==> src/rtl/noc_output_arbiter_pkg.sv <==
// Shared NoC definitions for the 5-port router: port and direction encodings,
// flit preamble, flow-control selection, arbiter state and corner-router port
// masks. Direction bit order: [0]=North [1]=South [2]=West [3]=East [4]=Local.
package noc_output_arbiter_pkg;

  localparam int unsigned NumPorts       = 5;
  localparam int unsigned PortQueueDepth = 5;
  localparam int unsigned CreditsWidth   = $clog2(PortQueueDepth + 1);

  typedef enum logic [2:0] {
    kNorthPort = 3'd0,
    kSouthPort = 3'd1,
    kWestPort  = 3'd2,
    kEastPort  = 3'd3,
    kLocalPort = 3'd4
  } noc_port_t;

  typedef logic [NumPorts-1:0] direction_t;

  typedef struct packed {
    logic head;
    logic tail;
  } preamble_t;

  typedef enum logic {
    kFlowControlCreditBased = 1'b0,
    kFlowControlAckNack     = 1'b1
  } noc_flow_control_t;

  typedef enum logic {
    kArbIdle   = 1'b0,
    kArbLocked = 1'b1
  } arb_state_t;

  localparam direction_t AllPorts               = 5'b11111;
  // Corner routers have no neighbour on two sides.
  localparam direction_t TopLeftRouterPorts     = 5'b11010;
  localparam direction_t TopRightRouterPorts    = 5'b10110;
  localparam direction_t BottomLeftRouterPorts  = 5'b11001;
  localparam direction_t BottomRightRouterPorts = 5'b10101;

  function automatic direction_t get_onehot_port(input noc_port_t port);
    return direction_t'(1) << port;
  endfunction

  // Encodes a one-hot direction; an empty vector maps to North.
  function automatic noc_port_t get_direction(input direction_t dir);
    noc_port_t port;
    case (dir)
      5'b00010: port = kSouthPort;
      5'b00100: port = kWestPort;
      5'b01000: port = kEastPort;
      5'b10000: port = kLocalPort;
      default:  port = kNorthPort;
    endcase
    return port;
  endfunction

  function automatic noc_port_t int2noc_port(input int unsigned idx);
    noc_port_t port;
    case (idx)
      1:       port = kSouthPort;
      2:       port = kWestPort;
      3:       port = kEastPort;
      4:       port = kLocalPort;
      default: port = kNorthPort;
    endcase
    return port;
  endfunction

endpackage

==> src/rtl/noc_output_arbiter_rr_picker.sv <==
// noc_rr_picker: combinational 5-way round-robin pick.
//   req_i  : request vector (direction_t order)
//   last_i : port granted last; the scan starts one past it, Local wraps to North
//   gnt_o  : one-hot winner, zero when nothing requests
module noc_rr_picker
  import noc_output_arbiter_pkg::*;
(
  input  direction_t req_i,
  input  noc_port_t  last_i,
  output direction_t gnt_o
);

  always_comb begin
    gnt_o = '0;
    for (int unsigned off = 1; off <= NumPorts; off++) begin
      automatic logic [2:0] idx = 3'((32'(last_i) + off) % NumPorts);
      if (gnt_o == '0 && req_i[idx]) begin
        gnt_o[idx] = 1'b1;
      end
    end
  end

endmodule

==> src/rtl/noc_output_arbiter.sv <==
// noc_output_arbiter: wormhole switch allocator for one router output port.
// Picks one input by round robin on head flits, holds it until the tail flit,
// and forwards only when downstream can accept (credits or ready).
// Ports:
//   clk, rst     clock, synchronous active-high reset
//   req_i        per-input request towards this output
//   preamble_i   head/tail of each input's front flit
//   credit_i     downstream freed a slot (credit mode)
//   ready_i      downstream accepts this cycle (ack/nack mode)
//   gnt_o        one-hot grant (combinational)
//   sel_o        crossbar select for gnt_o
//   fwd_o        flit transferred this cycle
//   locked_o     packet in progress
//   credits_o    current credit count
//   stall_cnt_o  granted-but-blocked cycle count, only with NOC_ARB_STALL_CNT_EN
module noc_output_arbiter
  import noc_output_arbiter_pkg::*;
#(
  parameter noc_port_t         OutPort     = kLocalPort,
  parameter direction_t        PortsEn     = AllPorts,
  parameter noc_flow_control_t FlowControl = kFlowControlCreditBased,
  parameter int unsigned       Depth       = PortQueueDepth
) (
  input  logic                            clk,
  input  logic                            rst,
  input  direction_t                      req_i,
  input  preamble_t [NumPorts-1:0]        preamble_i,
  input  logic                            credit_i,
  input  logic                            ready_i,
  output direction_t                      gnt_o,
  output noc_port_t                       sel_o,
  output logic                            fwd_o,
  output logic                            locked_o,
  output logic [CreditsWidth-1:0]         credits_o
`ifdef NOC_ARB_STALL_CNT_EN
  ,
  output logic [15:0]                     stall_cnt_o
`endif
);

  localparam logic [CreditsWidth-1:0] DepthCredits = CreditsWidth'(Depth);

  arb_state_t state, state_next;
  noc_port_t  owner, owner_next;
  noc_port_t  rr_last, rr_last_next;
  noc_port_t  gnt_port;

  logic [CreditsWidth-1:0] credits;
  logic       can_send;
  direction_t eligible;
  direction_t heads;
  direction_t rr_winner;

  assign eligible = req_i & PortsEn & ~get_onehot_port(OutPort);

  always_comb begin
    heads = '0;
    for (int unsigned k = 0; k < NumPorts; k++) begin
      heads[k] = preamble_i[k].head;
    end
  end

  noc_rr_picker u_picker (
    .req_i  (eligible & heads),
    .last_i (rr_last),
    .gnt_o  (rr_winner)
  );

  // State register
  always_ff @(posedge clk) begin
    if (rst) begin
      state   <= kArbIdle;
      owner   <= kNorthPort;
      rr_last <= kLocalPort;
    end else begin
      state   <= state_next;
      owner   <= owner_next;
      rr_last <= rr_last_next;
    end
  end

  // Output logic: the grant is shown even without can_send so the crossbar
  // select can settle ahead of the transfer.
  always_comb begin
    gnt_o = '0;
    if (!rst) begin
      if (state == kArbIdle) begin
        gnt_o = rr_winner;
      end else begin
        gnt_o = eligible & get_onehot_port(owner);
      end
    end
    fwd_o    = (|gnt_o) & can_send;
    locked_o = !rst && (state == kArbLocked);
  end

  assign gnt_port = get_direction(gnt_o);
  assign sel_o    = gnt_port;

  // Next-state logic
  always_comb begin
    state_next   = state;
    owner_next   = owner;
    rr_last_next = rr_last;
    if (fwd_o) begin
      if (state == kArbIdle) begin
        if (preamble_i[gnt_port].tail) begin
          rr_last_next = gnt_port;
        end else begin
          state_next = kArbLocked;
          owner_next = gnt_port;
        end
      end else if (preamble_i[owner].tail) begin
        state_next   = kArbIdle;
        rr_last_next = owner;
      end
    end
  end

  generate
    if (FlowControl == kFlowControlCreditBased) begin : g_credit
      logic unused_ready;
      assign unused_ready = ready_i;

      always_ff @(posedge clk) begin
        if (rst) begin
          credits <= DepthCredits;
        end else if (fwd_o && !credit_i) begin
          credits <= credits - CreditsWidth'(1);
        end else if (!fwd_o && credit_i && credits != DepthCredits) begin
          credits <= credits + CreditsWidth'(1);
        end
      end

      assign can_send = (credits != '0);
    end else begin : g_acknack
      logic unused_credit;
      assign unused_credit = credit_i;
      assign credits       = DepthCredits;
      assign can_send      = ready_i;
    end
  endgenerate

  assign credits_o = credits;

`ifdef NOC_ARB_STALL_CNT_EN
  always_ff @(posedge clk) begin
    if (rst) begin
      stall_cnt_o <= '0;
    end else if ((|gnt_o) && !can_send && stall_cnt_o != '1) begin
      stall_cnt_o <= stall_cnt_o + 16'd1;
    end
  end
`endif

endmodule
==> config.mk <==
export PLATFORM = sky130hd
export DESIGN_NAME = noc_output_arbiter
export DESIGN_NICKNAME = d
export VERILOG_FILES = /design/src/rtl/noc_output_arbiter_pkg.sv /design/src/rtl/noc_output_arbiter_rr_picker.sv /design/src/rtl/noc_output_arbiter.sv
export SDC_FILE = /design/constraint.sdc
export NUM_CORES = 1
export LEC_CHECK = 0
export ABC_AREA = 1
export BUFFER_PORTS_ARGS = -buffer_cell sky130_fd_sc_hd__buf_2
export CAP_MARGIN = 25
export CORE_MARGIN = 2
export CORE_UTILIZATION = 54
export CTS_BUF_LIST = sky130_fd_sc_hd__clkbuf_2 sky130_fd_sc_hd__clkbuf_4 sky130_fd_sc_hd__clkbuf_8
export CTS_CLUSTER_SIZE = 8
export DETAILED_ROUTE_END_ITERATION = 10
export GPL_TIMING_DRIVEN = 0
export PLACE_DENSITY = 0.86
export SYNTH_ARGS = -nofsm -noshare
export SYNTH_HDL_FRONTEND = slang
export SYNTH_SLANG_ARGS = --single-unit
==> constraint.sdc <==
create_clock -name clk -period 9.7 [get_ports clk]
set_clock_uncertainty 0.1 [all_clocks]
set_input_delay 1.455 -clock clk [delete_from_list [all_inputs] [get_ports clk]]
set_output_delay 1.455 -clock clk [all_outputs]
set_load 0.02 [all_outputs]
==> metrics.csv, run 1 <==
stage,metric,value,unit
status,outcome,finished clean,
timing,drv_slew,0,
yosys,synthCells,410,
min_path,hp-class,reg -> reg,
global_routing,grt_pass1_vias,2550,
yosys,yosysTopAreaCell,nand2_1,
yosys,ys_types,46,
routing,drc_errors,0,
yosys,async_reset_ff_share,0,%
timing,hold_slack,0.3916,ns
yosys,synth_ff_type,dfxtp_1,
setup_path,cp-start-kind,register,
placed_design,dp_hpwl,4777,um
setup_path,crit_type,reg -> out,
layout,num-nets-final,484,
yosys,seq_area_frac_synth,8.081,%
routing,via_per_inst,5.285,
setup_path,cp_common_cell,nand2_2,
global_routing,grt_usage,23.49,%
setup_path,required,8.15,ns
setup_path,arrival,4.96,ns
placed_design,portBuffers,26,
yosys,yosys.area.top_type_share,12.58,%
timing,period_needed,6.511,ns
clocking,clock_tree.root_cell,clkbuf_8,
floorplanning,ios,32,
floorplanning,fp.dieW,71.73,um
timing,clock.fmax,153.6,MHz
floorplanning,dieArea,0.005145,mm2
timing,fin_crit_sh,67.12,%
layout,layout-drive-gt1-share,24.77,%
timing,rsz0062_at_grt,no,
routing,wl_per_cell,11.52,um
layout,antennaDiodeCount,0,
routing,ant_nets,0,
routing,dr.pass1.iters,4,
clocking,clk_latency,0.24,ns
clocking,cts_made_buffers,3,
floorplanning,core,0.004384,mm2
timing,tns,0,ns
global_routing,grt_max_degree,11,
yosys,synth_warnings,0,
routing,vias,2600,
job,max_cap_viol_count,0,
clocking,post_cts_resized,0,
floorplanning,start_util,56.51,%
floorplanning,rows,24,
global_routing,grt_overflow,0,
clocking,clock-sinks,10,
placed_design,gp_congestion,0.8971,
clocking,cts_max_path_buffers,2,
yosys,avgSynthCellArea,6.042,um2
yosys,synth_area,0.002477,mm2
routing,drt_iter0_markers,162,
yosys,synth_seq_cells,10,
global_routing,antenna_found_initial,0,
layout,area_growth,9.697,%
setup_path,crit_path_end_kind,primary output,
clocking,cts_setup_buffers,0,
clocking,htree_num_levels,1,
timing,hold_viol,0,
setup_path,max_stage_delay,0.42,ns
floorplanning,die_h,71.73,um
global_routing,grt_pass1_wl,10150,um
setup_path,cp_max_fo,10,
yosys,synthTopCellsByArea,"nand2_1 13%, ha_1 11%, inv_1 8.9%, dfxtp_1 8.1%, nand3_1 7.1%",
routing,totalWireLength,5668,um
setup_path,cpMaxStageDelayCell,dfxtp_1,
clocking,cts_tree,built,
clocking,path_clk_slew,0.05,ns
timing,finalSetupViolCount,0,
yosys,synth_edf_count,0,
clocking,cts_hold_buf,0,
-- flip-flops by register name, summed over array words and instances, names as in the netlist --
| signal | count |
|---|---|
| state | 1 |
| credits_o | 3 |
| owner | 3 |
| rr_last | 3 |
-- placed cells by master (no fill, tap or decap), types with 3 or more instances in the layout --
master / Yosys / routed
nand2_1: 83 / 83
inv_1: 59 / 59
nor2_1: 46 / 46
nand3_1: 35 / 35
buf_2: 1 / 27
ha_1: 22 / 22
nand2_2: 19 / 19
a21oi_1: 15 / 15
nand4_1: 12 / 12
inv_2: 10 / 10
dfxtp_1: 10 / 10
o21ai_0: 9 / 9
nand3_2: 8 / 8
nor2_2: 8 / 8
nand2_4: 7 / 7
nor3_1: 7 / 7
nor2_4: 7 / 7
o21ai_1: 6 / 6
xor2_1: 5 / 5
buf_6: 3 / 3
buf_4: 3 / 3
a21oi_2: 3 / 3
clkbuf_8: 0 / 3
-- layout make-up --
type	count	area, um2
multi-input cells	320	1937
fillers	412	1667
inverters	72	275.3
flip-flops and latches	10	200.2
repair buffers	26	130.1
plain buffers	9	68.82
well taps	52	65.06
clock buffers	3	41.29
-- worst max-delay path, delay by kind of cell (launching register included) --
| family | cells | cell delay, ns |
|---|---|---|
| AND/OR/NAND/NOR | 20 | 2.16 |
| buffers and inverters | 8 | 1.15 |
| adder cells (fa/ha/maj) | 3 | 0.81 |
| flip-flops | 1 | 0.42 |
| AO/OA/AOI/OAI | 1 | 0.18 |
-- per-layer routing --
metal | up-vias | routed length (um) | track usage (%) | part of all wire (%)
li1 | 1366 | - | - | -
met1 | 1184 | 2541 | 27.99 | 45
met2 | 39 | 2875 | 43.52 | 51
met3 | 11 | 161 | 1.969 | 2.8
met4 | 0 | 89 | 8.595 | 1.6
met5 | - | 0 | 0 | 0
-- worst paths after layout --
path                                  from            to  slack, ns  cells after the start
worst max-delay path            rr_last[0]         fwd_o       3.19                     32
worst min-delay path              owner[2]      owner[2]       0.39                      2
worst max register to register  rr_last[0]  credits_o[2]       4.12                     36
worst min register to register    owner[2]      owner[2]       0.39                      2
-- cells in the mapped netlist (6+ instances only) --
| cell type | number |
|---|---|
| nand3_1 | 35 |
| nor2_1 | 46 |
| nor2_4 | 7 |
| inv_2 | 10 |
| a21oi_1 | 15 |
| o21ai_0 | 9 |
| o21ai_1 | 6 |
| nand3_2 | 8 |
| nand2_2 | 19 |
| dfxtp_1 | 10 |
| nand4_1 | 12 |
| nor3_1 | 7 |
| nor2_2 | 8 |
| ha_1 | 22 |
| inv_1 | 59 |
| nand2_4 | 7 |
| nand2_1 | 83 |
-- kinds of logic after synthesis --
group                      Yosys count  synth area share, %
buffers and inverters               81                13.89
other                                1               0.1514
xor gates and xnor gates             6                2.424
adders and majority gates           23                11.92
AOI/OAI and AO/OA                   50                12.93
DFF                                 10                8.081
and+or+nand+nor                    239                50.61
-- metrics by stage --
stage	util, %	instances	instance area [um2]	setup slack, ns
6_report	61.99	492	2718	3.189
2_1_floorplan	-	411	2481	4.222
3_3_place_gp	61.04	489	2676	3.599
3_5_place_dp	61.04	489	2676	3.465
5_1_grt	61.99	492	2718	2.689
4_1_cts	61.99	492	2718	3.191
Power of run 1 is not shown: default switching activity piles up to over one toggle a cycle in this logic, so the estimate is an artifact.
==> inputs of run 2 (changes only) <==
Settings changed: ABC_AREA 1 to 0, PLACE_DENSITY 0.86 to 0.89.
Clock period 9.7 ns to 5.7 ns, I/O delays scaled along.
==> metrics.csv, run 2 <==
stage,metric,value,unit,change
status,outcome,finished with violations,,
status,violations,setup timing,,
floorplanning,core,0.004755,mm2,+8.4%
routing,drt_iter0_markers,678,,+320%
clocking,clk_latency,0.24,ns,about the same
floorplanning,dieArea,0.005550,mm2,+7.9%
yosys,synth_compound_area_share,33.80,%,+21 points
timing,maxSlewHeadroom,52.51,%,
yosys,yosys.area.top_type_share,10.26,%,-2.3 points
placed_design,portBuffers,25,,-3.8%
yosys,synth_warnings,0,,unchanged
layout,layout-drive-gt1-share,32.00,%,+7.2 points
setup_path,r2r-start,rr_last[0],,
yosys,synth_top_family_by_area,compound AO/OA/AOI/OAI gates,,
setup_path,required,4.74,ns,-3.41 ns
yosys,synth_adder_area_share,11.00,%,-0.92 points
clocking,clock-sinks,10,,unchanged
layout,final_cell_mix,"43 x buf_4, 36 x nand2_1, 31 x nor2_1, 30 x a21oi_1",,
yosys,synth-simple-area-share,29.70,%,-21 points
global_routing,grt_pass1_wl,14460,um,+42%
clocking,clock_tree.root_cell,clkbuf_8,,
routing,via_per_inst,6.979,,+32%
routing,wl_per_cell,20.08,um,+74%
timing,rsz0062_at_grt,yes,,
layout,finalNonFillerCells,517,,+5.1%
global_routing,grt_pass1_vias,3042,,+19%
global_routing,antenna_found_initial,0,,unchanged
clocking,cts_tree,built,,
layout,num-nets-final,493,,+1.9%
yosys,muxShareOfSynthArea,7.133,%,+7.1 points
power,power_density,703.9,mW/mm2,
layout,fill_cells,312,,-24%
placed_design,gp_congestion,0.9177,,+2.3%
layout,antennaDiodeCount,0,,unchanged
yosys,yosysTopAreaCell,ha_1,,
yosys,synth_common_cells,"36 x nand2_1, 32 x a21oi_1, 31 x nor2_1, 24 x o21ai_0, 23 x inv_1",,
routing,drc_errors,0,,unchanged
global_routing,grt_usage,32.93,%,+9.4 points
global_routing,grt_max_degree,11,,unchanged
yosys,ys_types,76,,+65%
yosys,synth.most_common_cell,nand2_1,,
global_routing,grt_overflow,0,,unchanged
timing,hold_slack,0.4838,ns,+0.09212 ns
clocking,cts_made_buffers,3,,unchanged
routing,ant_nets,0,,unchanged
routing,totalWireLength,10380,um,+83%
yosys,synthTopCellsByArea,"ha_1 10%, dfxtp_1 7.5%, a21oi_1 6.0%, nand2_1 5.0%, o21ai_0 4.5%",,
routing,dr.pass1.iters,9,,+5
routing,vias,3608,,+39%
setup_path,cp-start-kind,register,,
yosys,synthCells,381,,-7.1%
clocking,htree_num_levels,1,,unchanged
yosys,avgSynthCellArea,7.044,um2,+17%
timing,finalSetupViolCount,11,,+11
placed_design,dp_hpwl,5984,um,+25%
setup_path,arrival,5.12,ns,+0.16 ns
floorplanning,ios,32,,unchanged
timing,fin_crit_sh,106.5,%,
floorplanning,rows,25,,+4.2%
power,leakage,1.575,nW,
placed_design,placedCellCount,475,,-2.9%
timing,period_needed,6.071,ns,
yosys,synth_edf_count,0,,unchanged
timing,clock.fmax,164.7,MHz,
yosys,synth_ff_type,dfxtp_1,,
setup_path,crit_type,reg -> out,,
setup_path,crit_path_end_kind,primary output,,
job,max_cap_viol_count,0,,unchanged
setup_path,cp_max_fo,10,,unchanged
power,ir_worst_vdd,0.5747,mV,
timing,worstMarginPinSlew,0.7124,ns,
layout,layout_commonest_cell,buf_4,,
timing,drv_slew,0,,unchanged
setup_path,cp-startpoint,rr_last[0],,
setup_path,r2r_setup_slack,-0.30,ns,-4.42 ns
timing,fin_ws,-0.3709,ns,-3.560 ns
yosys,synth_seq_cells,10,,unchanged
timing,hold_viol,0,,unchanged
floorplanning,die_h,74.50,um,+3.9%
yosys,async_reset_ff_share,0,%,unchanged
layout,area_growth,40.37,%,
clocking,cts_max_path_buffers,2,,unchanged
yosys,synth-xor-area-share,3.263,%,+0.84 points
yosys,seq_area_frac_synth,7.459,%,-0.62 points
clocking,path_clk_slew,0.05,ns,about the same
min_path,hp-class,reg -> reg,,
yosys,synth_area,0.002684,mm2,+8.3%
floorplanning,start_util,56.45,%,-0.059 points
floorplanning,fp.dieW,74.50,um,+3.9%
min_path,hold_path.startpoint,owner[2],,
[run 2: worst max-delay path, stage by stage, from the launching register on]
cell and delay (ns):
dfxtp_4 0.35, buf_4 0.13, ha_1 0.18, buf_4 0.19
xnor2_4 0.17, buf_4 0.16, ha_1 0.21, o211a_1 0.29
o221a_2 0.31, a31o_2 0.23, or4_1 0.48, buf_6 0.15
o211a_4 0.16, buf_4 0.15, nand3_1 0.15, nand3_1 0.16
nor2_1 0.22, a211oi_2 0.11, buf_4 0.18, a221oi_4 0.41
a31oi_4 0.19, buf_6 0.16, buf_6 0.12
[run 2: per-layer routing]
layer / wire length, um / GRT usage [%] / up-vias
met1: 3684 / 42.20 / 1637
met5: 0 / 0 / -
met3: 1023 / 2.304 / 85
li1: - / - / 1566
met2: 4984 / 57.33 / 320
met4: 690 / 13.10 / 0
[run 2: logic make-up after synthesis]
family,after synthesis
AND/OR/NAND/NOR,155
buffers and inverters,48
multiplexers,15
XOR/XNOR,7
AO/OA/AOI/OAI,122
adder cells (fa/ha/maj),23
other,1
flip-flops,10
[run 2: path summary, 6_finish.rpt]
kind	to	cells after the start
max	fwd_o	22
min	owner[2]	1
max reg2reg	credits_o[2]	29
min reg2reg	owner[2]	1
[run 2: power by group]
group	total (mW)	internal, mW	switching [mW]	leakage (nW)
clock	0.0912	0.0609	0.0303	0.0288
combinational	2.44	1.06	1.38	1.46
sequential	0.124	0.0937	0.0305	0.0838
total	2.65	1.21	1.44	1.58
[run 2: layout make-up]
cell class                      count  area [um2]  area share [%]
Buffer                             19       162.7           4.318
Clock buffer                        4       55.05           1.461
Timing Repair Buffer               67       503.0           13.35
Inverter                           26       121.4           3.222
Tap cell                           67       83.83           2.225
Multi-Input combinational cell    324        2634           69.91
Sequential cell                    10       207.7           5.513
[run 2: per-stage QoR]
stage | power [mW] | setup TNS (ns) | worst slack, ns | utilization [%] | area, um2
finish | 2.652 | -1.562 | -0.3709 | 79.24 | 3767
floorplan | 1.477 | -0.02859 | -0.02859 | - | 2849
CTS | 2.236 | -0.2506 | -0.1111 | 74.76 | 3555
detailed placement | 1.809 | -4.030 | -0.7221 | 64.42 | 3063
global placement | 1.755 | -5.325 | -0.6030 | 64.32 | 3058
global route | 2.780 | -3.673 | -0.5373 | 79.24 | 3767
[run 2: repair_timing]
action                                  in CTS  in global routing
hold buffers                                 0                  0
endpoints found under the setup margin      17                 13
resized for setup                           36                 30
setup buffers                               29                 13
pin swaps                                   16                 12
No activity file was read; power rests on OpenSTA's default activity.
